<file path="src/rtl/dead_time_bridge_driver.sv">
// -----------------------------------------------------------------------------
// dead_time_bridge_driver
//
// Purpose: turns the raw 4-bit full-bridge MOSFET command into registered gate
// drive. Each leg gets a programmable dead time between transitions, a minimum
// on-time once a gate is asserted, and shoot-through blocking. An illegal
// command (both switches of a leg requested) latches a sticky fault that keeps
// every gate off until it is cleared.
//
// Leg mapping: A = {gate[0] high-side, gate[2] low-side}
//              B = {gate[1] high-side, gate[3] low-side}
//
// Ports:
//   i_clock      in   1  system clock, rising edge
//   i_RESET      in   1  synchronous, active-high reset
//   i_enable     in   1  0 = all gates off, legs idle; 1 = follow i_MOSFET
//   i_fault_clr  in   1  synchronous clear of the sticky fault
//   i_MOSFET     in   4  raw command (same bit mapping as o_gate)
//   o_gate       out  4  registered gate drive
//   o_dead       out  2  [0] = leg A, [1] = leg B in dead interval
//   o_fault      out  1  sticky fault: illegal command seen
//
// Timing: i_MOSFET is captured in req_q, the leg FSMs act on req_q, and the
// gate/dead outputs are a registered decode of the FSM state. A command seen
// at edge k therefore drops the conducting gate at k+2 and raises the opposite
// gate at k+2+DEAD_TIME. Fault, disable and reset bypass that decode stage and
// zero the outputs at the very edge they are sampled.
// -----------------------------------------------------------------------------
module dead_time_bridge_driver #(
  parameter int DEAD_TIME = 50,
  parameter int MIN_ON    = 125,
  parameter int CNT_W     = 16
) (
  input  logic       i_clock,
  input  logic       i_RESET,
  input  logic       i_enable,
  input  logic       i_fault_clr,
  input  logic [3:0] i_MOSFET,
  output logic [3:0] o_gate,
  output logic [1:0] o_dead,
  output logic       o_fault
);

  localparam logic [1:0] ST_IDLE  = 2'd0;
  localparam logic [1:0] ST_ON_HI = 2'd1;
  localparam logic [1:0] ST_ON_LO = 2'd2;
  localparam logic [1:0] ST_DEAD  = 2'd3;

  localparam logic [CNT_W-1:0] DEAD_LOAD = CNT_W'(DEAD_TIME);
  localparam logic [CNT_W-1:0] MIN_LOAD  = CNT_W'(MIN_ON);
  localparam logic [CNT_W-1:0] CNT_ONE   = CNT_W'(1);

  // Per-leg FSM state and its counter, kept together so a checker can bind to
  // leg_q[0] / leg_q[1] directly.
  typedef struct packed {
    logic [1:0]       state;
    logic [CNT_W-1:0] cnt;
  } leg_t;

  logic [3:0] req_q;
  logic [1:0] req_hi;
  logic [1:0] req_lo;
  logic       illegal;
  logic       block;
  leg_t       leg_q [2];
  leg_t       leg_d [2];
  logic [3:0] gate_d;
  logic [1:0] dead_d;

  assign req_hi  = req_q[1:0];
  assign req_lo  = req_q[3:2];
  assign illegal = |(req_hi & req_lo);
  // Anything that must force both legs to IDLE at this edge.
  assign block   = illegal | o_fault | ~i_enable;

  always_comb begin
    gate_d = '0;
    dead_d = '0;
    for (int i = 0; i < 2; i++) begin
      leg_d[i]    = leg_q[i];
      gate_d[i]   = (leg_q[i].state == ST_ON_HI);
      gate_d[i+2] = (leg_q[i].state == ST_ON_LO);
      dead_d[i]   = (leg_q[i].state == ST_DEAD);

      if (block) begin
        leg_d[i].state = ST_IDLE;
        leg_d[i].cnt   = '0;
      end else begin
        case (leg_q[i].state)
          ST_IDLE: begin
            leg_d[i].cnt = '0;
            // Start-up always passes through a full dead interval.
            if (req_hi[i] ^ req_lo[i]) begin
              leg_d[i].state = ST_DEAD;
              leg_d[i].cnt   = DEAD_LOAD;
            end
          end
          ST_DEAD: begin
            // Leave on the cycle the counter reads 1, using the request
            // present now; reversals earlier in the interval are ignored.
            if (leg_q[i].cnt > CNT_ONE) begin
              leg_d[i].cnt = leg_q[i].cnt - CNT_ONE;
            end else if (req_hi[i]) begin
              leg_d[i].state = ST_ON_HI;
              leg_d[i].cnt   = MIN_LOAD;
            end else if (req_lo[i]) begin
              leg_d[i].state = ST_ON_LO;
              leg_d[i].cnt   = MIN_LOAD;
            end else begin
              leg_d[i].state = ST_IDLE;
              leg_d[i].cnt   = '0;
            end
          end
          ST_ON_HI: begin
            // Requests during min-on are not queued; only the level at
            // expiry (counter at 1 or 0) decides.
            if (leg_q[i].cnt > CNT_ONE) begin
              leg_d[i].cnt = leg_q[i].cnt - CNT_ONE;
            end else if (req_hi[i] && !req_lo[i]) begin
              leg_d[i].cnt = (leg_q[i].cnt == '0) ? '0 : leg_q[i].cnt - CNT_ONE;
            end else begin
              leg_d[i].state = ST_DEAD;
              leg_d[i].cnt   = DEAD_LOAD;
            end
          end
          ST_ON_LO: begin
            if (leg_q[i].cnt > CNT_ONE) begin
              leg_d[i].cnt = leg_q[i].cnt - CNT_ONE;
            end else if (req_lo[i] && !req_hi[i]) begin
              leg_d[i].cnt = (leg_q[i].cnt == '0) ? '0 : leg_q[i].cnt - CNT_ONE;
            end else begin
              leg_d[i].state = ST_DEAD;
              leg_d[i].cnt   = DEAD_LOAD;
            end
          end
          default: begin
            leg_d[i].state = ST_IDLE;
            leg_d[i].cnt   = '0;
          end
        endcase
      end
    end
  end

  always_ff @(posedge i_clock) begin
    if (i_RESET) begin
      req_q   <= '0;
      o_gate  <= '0;
      o_dead  <= '0;
      o_fault <= 1'b0;
      for (int i = 0; i < 2; i++) begin
        leg_q[i] <= '0;
      end
    end else begin
      req_q <= i_MOSFET;
      for (int i = 0; i < 2; i++) begin
        leg_q[i] <= leg_d[i];
      end
      // Set wins over clear when the illegal command is still present.
      o_fault <= illegal | (o_fault & ~i_fault_clr);
      if (block) begin
        o_gate <= '0;
        o_dead <= '0;
      end else begin
        o_gate <= gate_d;
        o_dead <= dead_d;
      end
    end
  end

endmodule

</file>
<file path="config.mk">
export PLATFORM = sky130hd
export DESIGN_NAME = dead_time_bridge_driver
export DESIGN_NICKNAME = d
export VERILOG_FILES = /design/src/rtl/dead_time_bridge_driver.sv
export SDC_FILE = /design/constraint.sdc
export NUM_CORES = 1
export LEC_CHECK = 0
export ABC_CLOCK_PERIOD_IN_PS = 2300
export CORE_MARGIN = 3
export CORE_UTILIZATION = 57
export CTS_BUF_LIST = sky130_fd_sc_hd__clkbuf_16
export DETAILED_ROUTE_END_ITERATION = 12
export PLACE_DENSITY = 0.74
export SKIP_LAST_GASP = 1
export SYNTH_ARGS = -nofsm -noshare
export SYNTH_HDL_FRONTEND = slang
export SYNTH_SLANG_ARGS = --single-unit
</file>
<file path="constraint.sdc">
create_clock -name i_clock -period 2.3 [get_ports i_clock]
set_input_delay 0.23 -clock i_clock [delete_from_list [all_inputs] [get_ports i_clock]]
set_output_delay 0.23 -clock i_clock [all_outputs]
set_load 0.005 [all_outputs]
</file>
# --- After elaboration in Yosys (flattened, before gate mapping) ---
# Memory sizes are Yosys's and may differ from the RTL's.
# Index checks and enable logic that the tools add are counted.
word_totals:
  ff_bits: 11
  output_inout_bits: 7
  mem_count: 1
  in_bits: 8
  mem_bits_rw: 36
memory_table:
  columns: ["memory", "depth", "width", "rd", "rd_ports_with_merged_regs", "wr", "line_no", "text"]
  rows:
  - ["leg_q", 2, 18, 2, 0, 2, "65", "leg_t leg_q [2];"]
classes:
  reduce_logical: 14
  n_lt_le_gt_ge: 2
  n_addsub: 2
  eq_ne: 6
  bitwise: 11
  n_mux: 37
ops:
  columns: ["operator", "count"]
  rows:
  - ["two-way mux 16 bit", 12]
  - ["two-way mux 18 bit", 10]
  - ["one-hot mux 18 bit (4 select lines)", 2]
  - ["> comparator 16 x 1 -> 1 bit, second input constant", 2]
  - ["logical NOT 16 bit", 2]
  - ["subtractor 16 x 1 -> 16 bit, second input constant", 2]
  - ["two-way mux 2 bit", 10]
  - ["equality test 2 bit, second input constant", 4]
  - ["bitwise OR 1 bit", 5]
  - ["equality test 2 x 1 -> 1 bit, second input constant", 2]
  - ["logical AND 1 bit", 4]
  - ["logical NOT 1 bit", 4]
  - ["logical NOT 2 bit", 2]
  - ["OR reduction 2 bit", 2]
  - ["two-way mux 1 bit", 3]
  - ["AND 2 bit", 1]
  - ["NOT 1 bit", 2]
  - ["bitwise XOR 1 bit", 2]
  - ["AND 1 bit", 1]

# --- Longest topological paths before layout ---
# Gate-level depths: netlist (run 1).
depth:
  word_depth: 7
  mapped_depth: 8
  mapped_depth_nobuf: 7

# --- Least setup slack after synthesis (run 1) ---
# OpenSTA, ideal clock, no wires.
synth_path:
  path_type: "reg2reg"
  start: "memory leg_q[0][0] in the netlist's numbering"
  end: "memory leg_q[0][10] in the netlist's numbering"
  slack_ns: 0.446
  arrival_time_ns: 1.720
  setup_time_ns: 0.135
  required_time_ns: 2.165
  path_stages_with_launch: 8
  cell_sequence: "dfxtp_1 > inv_1 > ha_1 > nor3b_1 > and4_1 > nor2_1 > o21ai_1 > nor2_1"
synth_lines:
  columns: ["element", "line_no"]
  rows:
  - ["start: declaration", "65"]

==> flow_summary.toml, run 1 <==
[run_status]
outcome = "complete, no violations"

[routing]
vias_per_cell = 5.777
drt_iter0_markers = 140
antenna_left = 0
avgRoutedWirePerCell_um = 13.47
vias = 2172
wirelength_um = 5064
firstDrtPassIters = 4
drc = 0

[layout]
utilization = 0.6735
drive_gt1_frac = 0.04630
nFillCells = 381
diodes = 0
area_delta_synth_final_pct = 12.70
stdcell_area_mm2 = 0.002953
layout.nets = 351

[synthesis]
synth_flop_cell = "dfxtp_1"
postSynth.asyncResetShare = 0
ys_top_cells_by_area = "dfxtp_1, ha_1, nor2_1"
synth_fp_nets = 335
synthDominantCellAreaShare = 0.3591
synth_common_cells = "dfxtp_1, nor2_1, a21oi_1, ha_1, inv_1"
synth_top_cell_by_area = "dfxtp_1"
synth_enable_flop_cells = 0
syn_inst = 307
yosys_warnings = 0
synth_area_per_cell_um2 = 8.534
ys_seq_area_frac = 0.3591
synth_cell_type_count = 44
synth-seq-cells = 47
yosysMostFrequentCell = "dfxtp_1"
syn-cell-area_mm2 = 0.002620

[cts]
cts.sinks = 47
cts_hold_buf = 0
cts.htree.levels = 2
cts_buffer_depth = 2
path_clk_slew_ns = 0.06
cts_tree = "built"
clock_latency_ns = 0.28
cts_root_buffer = "clkbuf_16"
postCtsSetupBuffers = 0
cts.repair.resized = 0
cts_buffers = 5

[timing]
period_needed_ns = 2.077
final_max_slew_viol_count = 0
setup_viol = 0
hold_viol_final = 0
tns_ns = 0
tightest_slew_ns = 0.4180
slew_headroom = 0.7190
finClkSkew_ns = 0.002898
min_period_over_period = 0.9032
rsz0062_at_grt = "no"
fmax_ghz = 0.4814

[setup_path]
critPathMaxFanout = 9
cp-end-kind = "flip-flop"
cp-start-kind = "flip-flop"
arrival_ns = 2.29
worstPathRequired_ns = 2.51
r2r_slack_ns = 0.22
critPathKind = "reg2reg"

[pwr]
vdd_drop_max_v = 0.0004275
leakage_nw = 1.212
cellPowerDensity_mw_per_mm2 = 597.5

[placement]
placed_area_mm2 = 0.002816
place.gp.congestion = 0.9414
dp_hpwl_um = 3792
io_buffers = 14

[flow_run]
max-cap-violations = 0

[global_route]
antenna_found_initial = 0
grt_pass1_wl_um = 8783
overflow = 0
grt_util_all_layers = 0.2005
first_global_vias = 1957
grt_max_degree = 15

[die]
initial_core_util = 0.5976
rows = 24
coreArea_mm2 = 0.004384
die_x_um = 73.80
dieHeight_um = 73.80
ios = 15
dieArea_mm2 = 0.005446

[worst_hold_path]
holdCritPathClass = "reg2reg"
report_power, final:
part	total, mW	internal (mW)	switching (mW)	leakage, nW
clock	0.674	0.391	0.283	0.0701
sequential	0.839	0.827	0.0128	0.380
combinational	0.250	0.111	0.139	0.762
cell families (layout without fill, tap and decap cells):
kind of cell | count (synthesis) | count (layout) | share of synthesized area
XOR/XNOR | 26 | 26 | 0.08692
AND/OR/NAND/NOR | 124 | 124 | 0.2593
adder cells (fa/ha/maj) | 20 | 20 | 0.09551
AO/OA/AOI/OAI | 62 | 62 | 0.1557
buffers and inverters | 28 | 45 | 0.04345
flip-flops | 47 | 47 | 0.3591
final timing paths:
check,to,cells after the start,start
max,leg_q[0][17],5,leg_q[0][10]
min reg2reg,leg_q[0][7],2,leg_q[0][7]
max reg2reg,leg_q[0][17],5,leg_q[0][10]
min,leg_q[0][7],2,leg_q[0][7]
sequential cells by signal, summed over array words and instances, names as in the netlist:
| register | cells |
|---|---|
| o_dead | 2 |
| o_gate | 4 |
| req_q | 4 |
| leg_q | 36 |
| o_fault | 1 |
critical path, cell delays in order, from the launching register on:
cell and delay (ns):
dfxtp_1 0.35, nor4_4 0.38, and4_1 0.48, a32oi_4 0.11, or4b_1 0.53, a21oi_1 0.16
cell usage in the layout (no fill, tap or decap), types with 4 or more instances in the layout:
master           count
nand2b_1             6
o31ai_1              5
or4_1                6
inv_1               19
a211oi_1             4
ha_1                20
a21oi_1             21
nor4_1               9
clkbuf_16            5
a31oi_1              4
nor2_1              42
nand3_1              9
nand2_1             10
dfxtp_1             47
and2_1               6
buf_4                5
nor2b_1              7
nor3_1              11
o21ai_0             10
xnor2_1             17
clkdlybuf4s50_1     14
xor2_1               9
per-stage QoR:
stage | setup WS [ns] | instances | hold slack [ns] | total power [mW]
detailed placement | 0.2323 | 368 | 0.4860 | 1.105
finish | 0.2227 | 376 | 0.4938 | 1.764
global route | 0.08865 | 376 | 0.5043 | 1.859
global placement | 0.2760 | 368 | 0.4706 | 1.103
floorplan | 0.4456 | 307 | 0.2991 | 1.048
CTS | 0.2029 | 376 | 0.4951 | 1.786
routing by layer:
metal  global-route usage  vias up  share of wire
met4              0.04225        0         0.0038
met2               0.3140       39           0.45
li1                     -     1119              -
met3              0.04788        2          0.042
met1               0.2791     1012           0.51
met5                    0        -              0
cell type report:
type | count | area [µm²] | area share
clock buffers | 5 | 125.1 | 0.04237
clock inverters | 3 | 11.26 | 0.003814
inverters | 18 | 67.56 | 0.02288
multi-input cells | 232 | 1565 | 0.5301
flip-flops and latches | 47 | 940.9 | 0.3186
well taps | 52 | 65.06 | 0.02203
repair buffers | 19 | 177.7 | 0.06017
No activity file was read; power rests on OpenSTA's default activity.
==> run 2: changes to the inputs <==
Settings changed: GPL_ROUTABILITY_DRIVEN set to 0.
==> results of run 2 <==
Same layout as run 1: the final DEF is identical, and so are final timing and power.
==> run 3: changes to the inputs <==
Settings changed: SKIP_CTS_REPAIR_TIMING set to 1, SKIP_LAST_GASP 1 to not set.
==> results of run 3 <==
Same layout as run 1: the final DEF is identical, and so are final timing and power.
